$ cat config.mk
export PLATFORM = sky130hd
export DESIGN_NAME = pwm_duty_sequencer
export DESIGN_NICKNAME = d
export VERILOG_FILES = /design/src/rtl/pwm_duty_sequencer.sv
export SDC_FILE = /design/constraint.sdc
export NUM_CORES = 1
export LEC_CHECK = 0
export CORE_AREA = 4 4 114 116
export DETAILED_ROUTE_END_ITERATION = 10
export DIE_AREA = 0 0 118 120
export DONT_BUFFER_PORTS = 1
export PLACE_DENSITY = 0.64
export SLEW_MARGIN = 10
export SYNTH_ARGS = -nofsm -noshare
export SYNTH_HDL_FRONTEND = slang
export SYNTH_SLANG_ARGS = --single-unit
$ cat constraint.sdc
create_clock -name clk -period 3 [get_ports clk]
set_input_delay 0.6 -clock clk [delete_from_list [all_inputs] [get_ports clk]]
set_output_delay 0.6 -clock clk [all_outputs]
set_load 0.05 [all_outputs]
$ cat src/rtl/pwm_duty_sequencer.sv
// pwm_duty_sequencer
// Sequences the duty cycle of an LED PWM generator from two raw push-buttons.
// MANUAL mode steps the duty up/down with saturation on each update tick;
// BREATHE mode ramps the duty between 0 and full scale on its own. Pressing
// both buttons together toggles between the two modes. The duty seen by the
// PWM comparator is only reloaded when the PWM counter wraps, so a period is
// never cut short or stretched by a duty change.
//
// Ports:
//   clk          system clock
//   rst          asynchronous, active-high reset
//   key[1:0]     raw buttons, active-low; key[0]=UP, key[1]=DOWN
//   led          registered PWM output
//   duty         target duty, applied at the next PWM wrap
//   mode         0=MANUAL, 1=BREATHE
//   period_start one-cycle pulse when the PWM counter wraps and duty reloads
module pwm_duty_sequencer #(
  parameter int DUTY_W     = 10,
  parameter int PWM_DIV    = 16,
  parameter int TICK_DIV   = 32768,
  parameter int DEB_CYCLES = 1000,
  parameter int STEP       = 1
) (
  input  logic              clk,
  input  logic              rst,
  input  logic [1:0]        key,
  output logic              led,
  output logic [DUTY_W-1:0] duty,
  output logic              mode,
  output logic              period_start
);

  localparam int DEB_W  = $clog2(DEB_CYCLES + 1);
  localparam int TICK_W = $clog2(TICK_DIV);
  localparam int PRE_W  = (PWM_DIV > 1) ? $clog2(PWM_DIV) : 1;
  localparam logic [DUTY_W:0]   MAX_X  = (DUTY_W+1)'((1 << DUTY_W) - 1);
  localparam logic [DUTY_W:0]   STEP_X = (DUTY_W+1)'(STEP);
  localparam logic [DUTY_W-1:0] MAX_D  = MAX_X[DUTY_W-1:0];

  typedef enum logic {
    MANUAL  = 1'b0,
    BREATHE = 1'b1
  } mode_t;

  mode_t             state, state_next;
  logic              dir_up, dir_up_next;
  logic [DUTY_W-1:0] duty_next;

  logic [1:0]        key_s1, key_s2, key_deb;
  logic [DEB_W-1:0]  deb_cnt [2];
  logic              up_p, dn_p, both, both_d, toggle;

  logic [TICK_W-1:0] tick_cnt;
  logic              tick;

  logic [PRE_W-1:0]  pre_cnt;
  logic              pre_tc, wrap;
  logic [DUTY_W-1:0] pwm_cnt, active_duty;

  logic [DUTY_W:0]   duty_x, duty_up, duty_dn;

  // Two-flop synchroniser for the raw keys. Resets to the released level so
  // the debouncer does not see a phantom press right after reset.
  always_ff @(posedge clk or posedge rst) begin
    if (rst) begin
      key_s1 <= 2'b11;
      key_s2 <= 2'b11;
    end else begin
      key_s1 <= key;
      key_s2 <= key_s1;
    end
  end

  // Debouncer: a key's accepted level only flips once the synchronised level
  // has disagreed with it for DEB_CYCLES cycles in a row. Any agreeing sample
  // throws the partial run away.
  always_ff @(posedge clk or posedge rst) begin
    if (rst) begin
      key_deb    <= 2'b11;
      deb_cnt[0] <= '0;
      deb_cnt[1] <= '0;
    end else begin
      for (int i = 0; i < 2; i++) begin
        if (key_s2[i] != key_deb[i]) begin
          if (deb_cnt[i] == DEB_W'(DEB_CYCLES - 1)) begin
            key_deb[i] <= key_s2[i];
            deb_cnt[i] <= '0;
          end else begin
            deb_cnt[i] <= deb_cnt[i] + DEB_W'(1);
          end
        end else begin
          deb_cnt[i] <= '0;
        end
      end
    end
  end

  assign up_p   = ~key_deb[0];
  assign dn_p   = ~key_deb[1];
  assign both   = up_p & dn_p;
  assign toggle = both & ~both_d;

  // Free-running update tick, one cycle wide at the terminal count.
  always_ff @(posedge clk or posedge rst) begin
    if (rst) begin
      tick_cnt <= '0;
    end else if (tick) begin
      tick_cnt <= '0;
    end else begin
      tick_cnt <= tick_cnt + TICK_W'(1);
    end
  end

  assign tick = (tick_cnt == TICK_W'(TICK_DIV - 1));

  // Mode / duty state register. both_d remembers the chord so that only its
  // rising edge toggles the mode.
  always_ff @(posedge clk or posedge rst) begin
    if (rst) begin
      state  <= MANUAL;
      dir_up <= 1'b1;
      duty   <= '0;
      both_d <= 1'b0;
    end else begin
      state  <= state_next;
      dir_up <= dir_up_next;
      duty   <= duty_next;
      both_d <= both;
    end
  end

  assign duty_x  = {1'b0, duty};
  assign duty_up = duty_x + STEP_X;
  assign duty_dn = duty_x - STEP_X;

  // Next mode/duty. A chord edge wins over a coincident tick, and no duty
  // change happens while the chord is held. The one-bit-wider sums make the
  // saturation compares immune to wrap-around.
  always_comb begin
    state_next  = state;
    dir_up_next = dir_up;
    duty_next   = duty;
    if (toggle) begin
      case (state)
        MANUAL: begin
          state_next  = BREATHE;
          dir_up_next = 1'b1;
        end
        default: state_next = MANUAL;
      endcase
    end else if (tick && !both) begin
      case (state)
        MANUAL: begin
          if (up_p) begin
            duty_next = (duty_up > MAX_X) ? MAX_D : duty_up[DUTY_W-1:0];
          end else if (dn_p) begin
            duty_next = (duty_x < STEP_X) ? '0 : duty_dn[DUTY_W-1:0];
          end
        end
        default: begin
          if (dir_up) begin
            if (duty_up >= MAX_X) begin
              duty_next   = MAX_D;
              dir_up_next = 1'b0;
            end else begin
              duty_next = duty_up[DUTY_W-1:0];
            end
          end else begin
            if (duty_x <= STEP_X) begin
              duty_next   = '0;
              dir_up_next = 1'b1;
            end else begin
              duty_next = duty_dn[DUTY_W-1:0];
            end
          end
        end
      endcase
    end
  end

  assign mode = (state == BREATHE);

  assign pre_tc = (pre_cnt == PRE_W'(PWM_DIV - 1));
  assign wrap   = pre_tc && (pwm_cnt == MAX_D);

  // PWM engine. The active duty is captured from the target duty only on the
  // wrap, so the comparator value is constant for a whole period; a duty
  // update landing on the wrap cycle is picked up one period later.
  always_ff @(posedge clk or posedge rst) begin
    if (rst) begin
      pre_cnt      <= '0;
      pwm_cnt      <= '0;
      active_duty  <= '0;
      period_start <= 1'b0;
      led          <= 1'b0;
    end else begin
      pre_cnt <= pre_tc ? '0 : pre_cnt + PRE_W'(1);
      if (pre_tc) begin
        pwm_cnt <= pwm_cnt + DUTY_W'(1);
      end
      if (wrap) begin
        active_duty <= duty;
      end
      period_start <= wrap;
      led          <= (pwm_cnt < active_duty);
    end
  end

endmodule

# Word level (Yosys, flattened, before mapping)
# Cells that the tools add are included.
dict set report totals {
  regBits 80
  latch_bits 0
  mem_bits_rw 0
  romBits 0
  inputBits 4
  output_inout_bits 13
  elab_cells 74
  memories 0
}
dict set report op_classes {
  add_sub_neg 7
  n_mul 0
  div 0
  order_cmp 5
  n_eq_ne 9
  n_shift 0
  n_mux 22
  bitwise_logic 6
  reduce_logical 9
}
# cell n
set op_table {}
lappend op_table {{2-to-1 mux 10 bit} 12}
lappend op_table {{adder 10 x 1 -> 10 bit, second input constant} 3}
lappend op_table {{== test 10 bit, second input constant} 3}
lappend op_table {{adder 15 x 1 -> 15 bit, second input constant} 1}
lappend op_table {{== test 15 bit, second input constant} 1}
lappend op_table {{2-to-1 mux 15 bit} 1}
lappend op_table {{adder 10 x 1 -> 11 bit, second input constant} 1}
lappend op_table {{greater-or-equal comparator 11 x 10 -> 1 bit, second input constant} 1}
lappend op_table {{greater-than comparator 11 x 10 -> 1 bit, second input constant} 1}
lappend op_table {{less-or-equal comparator 10 x 1 -> 1 bit, second input constant} 1}
lappend op_table {{less-than comparator 10 x 1 -> 1 bit, second input constant} 1}
lappend op_table {{less-than comparator 10 bit} 1}
lappend op_table {{subtractor 10 x 1 -> 10 bit, second input constant} 1}
lappend op_table {{2-to-1 mux 1 bit} 8}
lappend op_table {{AND reduction 3 bit} 2}
lappend op_table {{adder 4 x 1 -> 4 bit, second input constant} 1}
lappend op_table {{== test 4 bit, second input constant} 1}
lappend op_table {{2-to-1 mux 4 bit} 1}
lappend op_table {{NOT 1 bit} 4}
lappend op_table {{AND reduction 2 bit} 2}
lappend op_table {{nonzero test 2 bit} 2}
lappend op_table {{!= test 3 bit, second input constant} 1}
lappend op_table {{AND 1 bit} 2}
lappend op_table {{logical AND 1 bit} 2}
lappend op_table {{3 further kinds} 4}

# Depth between registers and ports, before layout
# Gate-level depths: netlist (run 1).
dict set report depth {
  ltp_word 7
  ltp_mapped 9
  mapped_depth_nobuf 8
}

# Worst setup path before layout (run 1)
# OpenSTA, ideal clock, no wires.
dict set report synth_path {
  path_kind {reg2reg}
  start {reg duty[1]}
  end {reg duty[0]}
  setup_ns 0.084
  arrival_time_ns 2.940
  required_time_ns 2.916
  setup_slack_ns -0.024
  path_stages_with_launch 9
  n_path_buf 1
  period_less_slack_ns 3.024
  path_cell_list {dfrtp_1 > ha_1 > buf_2 > nand3_1 > a2111oi_0 > a311oi_1 > o31a_1 > or4_1 > a41oi_2}
}
dict set report synth_via {
  elab_chain_len 5
  elab_cells_between_ends 13
  cone_classes {1 x add/sub; 4 x order compare; 8 x mux}
}
# element line_no
set synth_lines {}
lappend synth_lines {{from (decl)} 28} ;# output logic [DUTY_W-1:0] duty,
lappend synth_lines {{from (signal assigned)} 127} ;# duty <= duty_next;
lappend synth_lines {{adder 10 x 1 -> 11 bit or less-than comparator 10 x 1 -> 1 bit (tied branches)} {133, 157}}
lappend synth_lines {{greater-than comparator 11 x 10 -> 1 bit (tied with other cells)} 155} ;# duty_next = (duty_up > MAX_X) ? MAX_D : duty_up[DUTY_W-1:0];
lappend synth_lines {{2-to-1 mux 10 bit, on equally long branches} {155, 156, 162}}
lappend synth_lines {{2-to-1 mux 10 bit, on equally long branches} {154, 161}}
lappend synth_lines {{2-to-1 mux 10 bit *} 152} ;# case (state)
# Every way passes the cells marked *; elsewhere a longest branch is shown, timed or not. The select of a mux whose other input is x is not followed.
# A chain may end at the register's enable or synchronous reset.

# Final worst setup path (run 1)
# Same ends and word-level chain as after synthesis.

==> results of run 1 <==
-- cell families after synthesis --
group                    synth area share (%)
AND/OR/NAND/NOR                          20.9
AO/OA/AOI/OAI                            14.8
flip-flops                               42.9
XOR/XNOR                                 8.96
buffers and inverters                    4.00
adder cells (fa/ha/maj)                  4.80
multiplexers                             3.71
-- metal layers --
layer	share of wire, %	GRT usage (%)	vias up
met5	0	0	-
met4	2.0	6.23	0
met3	6.3	4.43	18
met2	47	23.6	114
met1	45	19.4	1834
li1	-	-	1832
-- state kept, by name, indices dropped and copies added (netlist names) --
register      count
active_duty      10
pwm_cnt          10
both_d            1
period_start      1
key_s2            2
mode              1
key_deb           2
tick_cnt         15
led               1
key_s1            2
pre_cnt           4
duty             10
deb_cnt          20
dir_up            1
-- power breakdown --
part	switching, mW	internal, mW	total [mW]
Clock	0.441	0.584	1.02
Combinational	0.0296	0.0105	0.0401
Sequential	0.00648	1.09	1.10
Total	0.477	1.68	2.16
-- placed cells by master (no fill, tap or decap), types with 4 or more instances in the layout --
cell        Yosys  layout
dfrtp_1        73      71
nor2_1         55      55
nand2_1        41      41
buf_4           1      27
nand3_1        24      24
xor2_1         24      24
xnor2_1        24      24
inv_1          24      23
ha_1           18      18
a21oi_1        17      17
and3_1         15      15
o21ai_0        15      15
nor3_1         14      14
clkbuf_16       0       9
o31ai_1         8       8
or4_1           7       7
a31oi_1         7       7
dfstp_2         7       7
nand4_1         6       6
mux2_2          6       6
nor4_1          5       5
mux2i_1         5       5
or3_1           5       5
mux2_1          5       5
a21o_1          4       4
nand2b_1        4       4
a2111oi_0       4       4
or2_2           4       4
a211oi_1        4       4
clkinvlp_4      0       4
-- worst max-delay path by stage --
stage	startpoint	endpoint	slack [ns]	cells past startpoint
floorplan	duty[2]$_DFFE_PP0P_	duty[0]$_DFFE_PP0P_	0.06	7
CTS	duty[1]$_DFFE_PP0P_	duty[0]$_DFFE_PP0P_	0.25	6
global route	duty[1]$_DFFE_PP0P_	duty[0]$_DFFE_PP0P_	0.08	7
detailed placement	duty[1]$_DFFE_PP0P_	duty[0]$_DFFE_PP0P_	0.28	6
global placement	duty[1]$_DFFE_PP0P_	duty[0]$_DFFE_PP0P_	0.34	6
finish	duty[1]$_DFFE_PP0P_	duty[0]$_DFFE_PP0P_	0.23	6
-- final cells by class --
type                    count  area, µm²
clock inverters             6       43.8
repair buffers             28        223
clock buffers              10        239
fillers                  1148       6620
well taps                 147        184
multi-input cells         375       2490
flip-flops and latches     80       2010
inverters                  24       91.3
==> impl_metrics.yaml, run 1 <==
status:
  status: "finished clean"
clock_network:
  cts_resized: 0
  cts_buffers: 9
  post-cts-setup-buffers: 0
  cts.sinks: 80
  clk_pin_slew_ns: 0.06
  root_buffer: "clkbuf_16"
  cts_tree: "built"
  clk_latency_ns: 0.33
  ctsHtreeMaxLevel: 3
  cts_buffer_depth: 2
  holdBufCountCts: 0
route:
  vias_per_cell: 5.67
  firstDrtPassIters: 5
  via_count: 3798
  drc: 0
  drt-total-wl_um: 10300
  drt_iter0_markers: 266
  wl_per_cell_um: 15.3
  drtAntennaViolNets: 0
pwr:
  p_leak_nw: 2.37
  p_total_mw: 2.16
  peakVddDrop_uv: 435
  power_density_mw_per_mm2: 409
finish:
  area_growth_pct: 12.7
  nNetsFinal: 540
  design_area_mm2: 0.00529
  final_cell_count_no_fill: 670
  insertedDiodeCount: 0
  final_util_pct: 44.4
  drive_above_1_share_pct: 13.0
die:
  initial_core_util_pct: 39.4
  die_w_um: 118
  core_mm2: 0.0119
  rows: 40
  ios: 17
  fp.dieArea_mm2: 0.0142
  fp.dieH_um: 120
sta:
  drv_slew: 0
  max_freq_ghz: 0.361
  whs_ns: 0.233
  tns_ns: 0
  finalHoldViolCount: 0
  setup_slack_ns: 0.233
  setup_viol: 0
  timing.slew.headroom_pct: 48.8
  fin_worst_skew_ns: 0.00677
  finalCritPeriodShare_pct: 92.2
  fin_crit_ns: 2.77
  worstMarginPinSlew_ns: 0.762
  rsz0062_at_grt: "no"
setup_path:
  crit_buf_inv: 0
  reg2reg_to: "duty[0]$_DFFE_PP0P_"
  critical-path-top-delay-family: "simple AND/OR/NAND/NOR gates"
  timing.rr.start: "duty[1]$_DFFE_PP0P_"
  max_stage_delay_ns: 0.54
  cpMaxStageDelayCell: "or4_1"
  path_cells: "nand4_4 -> or4_1 -> a221o_1 -> o31a_1 -> or4_1 -> a41oi_2"
  crit_path_end_kind: "flip-flop"
  worst-setup-path-type: "flip-flop to flip-flop"
  cp_max_fo: 13
  r2r_cells: 6
  r2r_setup_slack_ns: 0.23
  path_common_cell: "or4_1"
  start_kind: "flip-flop"
  critPathArrivalTime_ns: 3.01
  required_ns: 3.25
synth:
  async_reset_ff_share_pct: 100
  synth_area_mm2: 0.00469
  synthTopCellsByArea: "dfrtp_1 39%, ha_1 4.8%, xnor2_1 4.5%"
  yosysSeqAreaShare_pct: 42.9
  ys_warn_count: 0
  synth_ff_type: "dfrtp_1"
  ys_types: 65
  syn_nets: 525
  synth-seq-cells: 80
  synth_edf_count: 0
  yosys-top-cells-count: "73 x dfrtp_1, 55 x nor2_1, 41 x nand2_1"
  synth_top_cell_by_area: "dfrtp_1"
  synth.most_common_cell: "dfrtp_1"
  synth_top_area_share_pct: 38.9
  syn_area_per_cell_um2: 9.33
  syn_inst: 503
place:
  post-place-ws_ns: 0.276
  place_area_mm2: 0.00500
  io_buffer_count: 0
  place_inst: 654
  place_congestion: 0.875
  hpwl_um: 7220
global_route:
  first_global_vias: 3623
  grtUsageTotal_pct: 15.0
  grt_max_degree: 81
  antenna_found_initial: 0
  overflow: 0
  grt_pass1_wl_um: 17500
flow_run:
  drv_cap: 0
min_path:
  hold_class: "input port to async pin"
No activity file was read; power rests on OpenSTA's default activity.
==> inputs of run 2 (changes only) <==
- CTS_CLUSTER_DIAMETER: unset -> 60
==> results of run 2 <==
Final layout, timing and power as in run 1 (identical DEF).
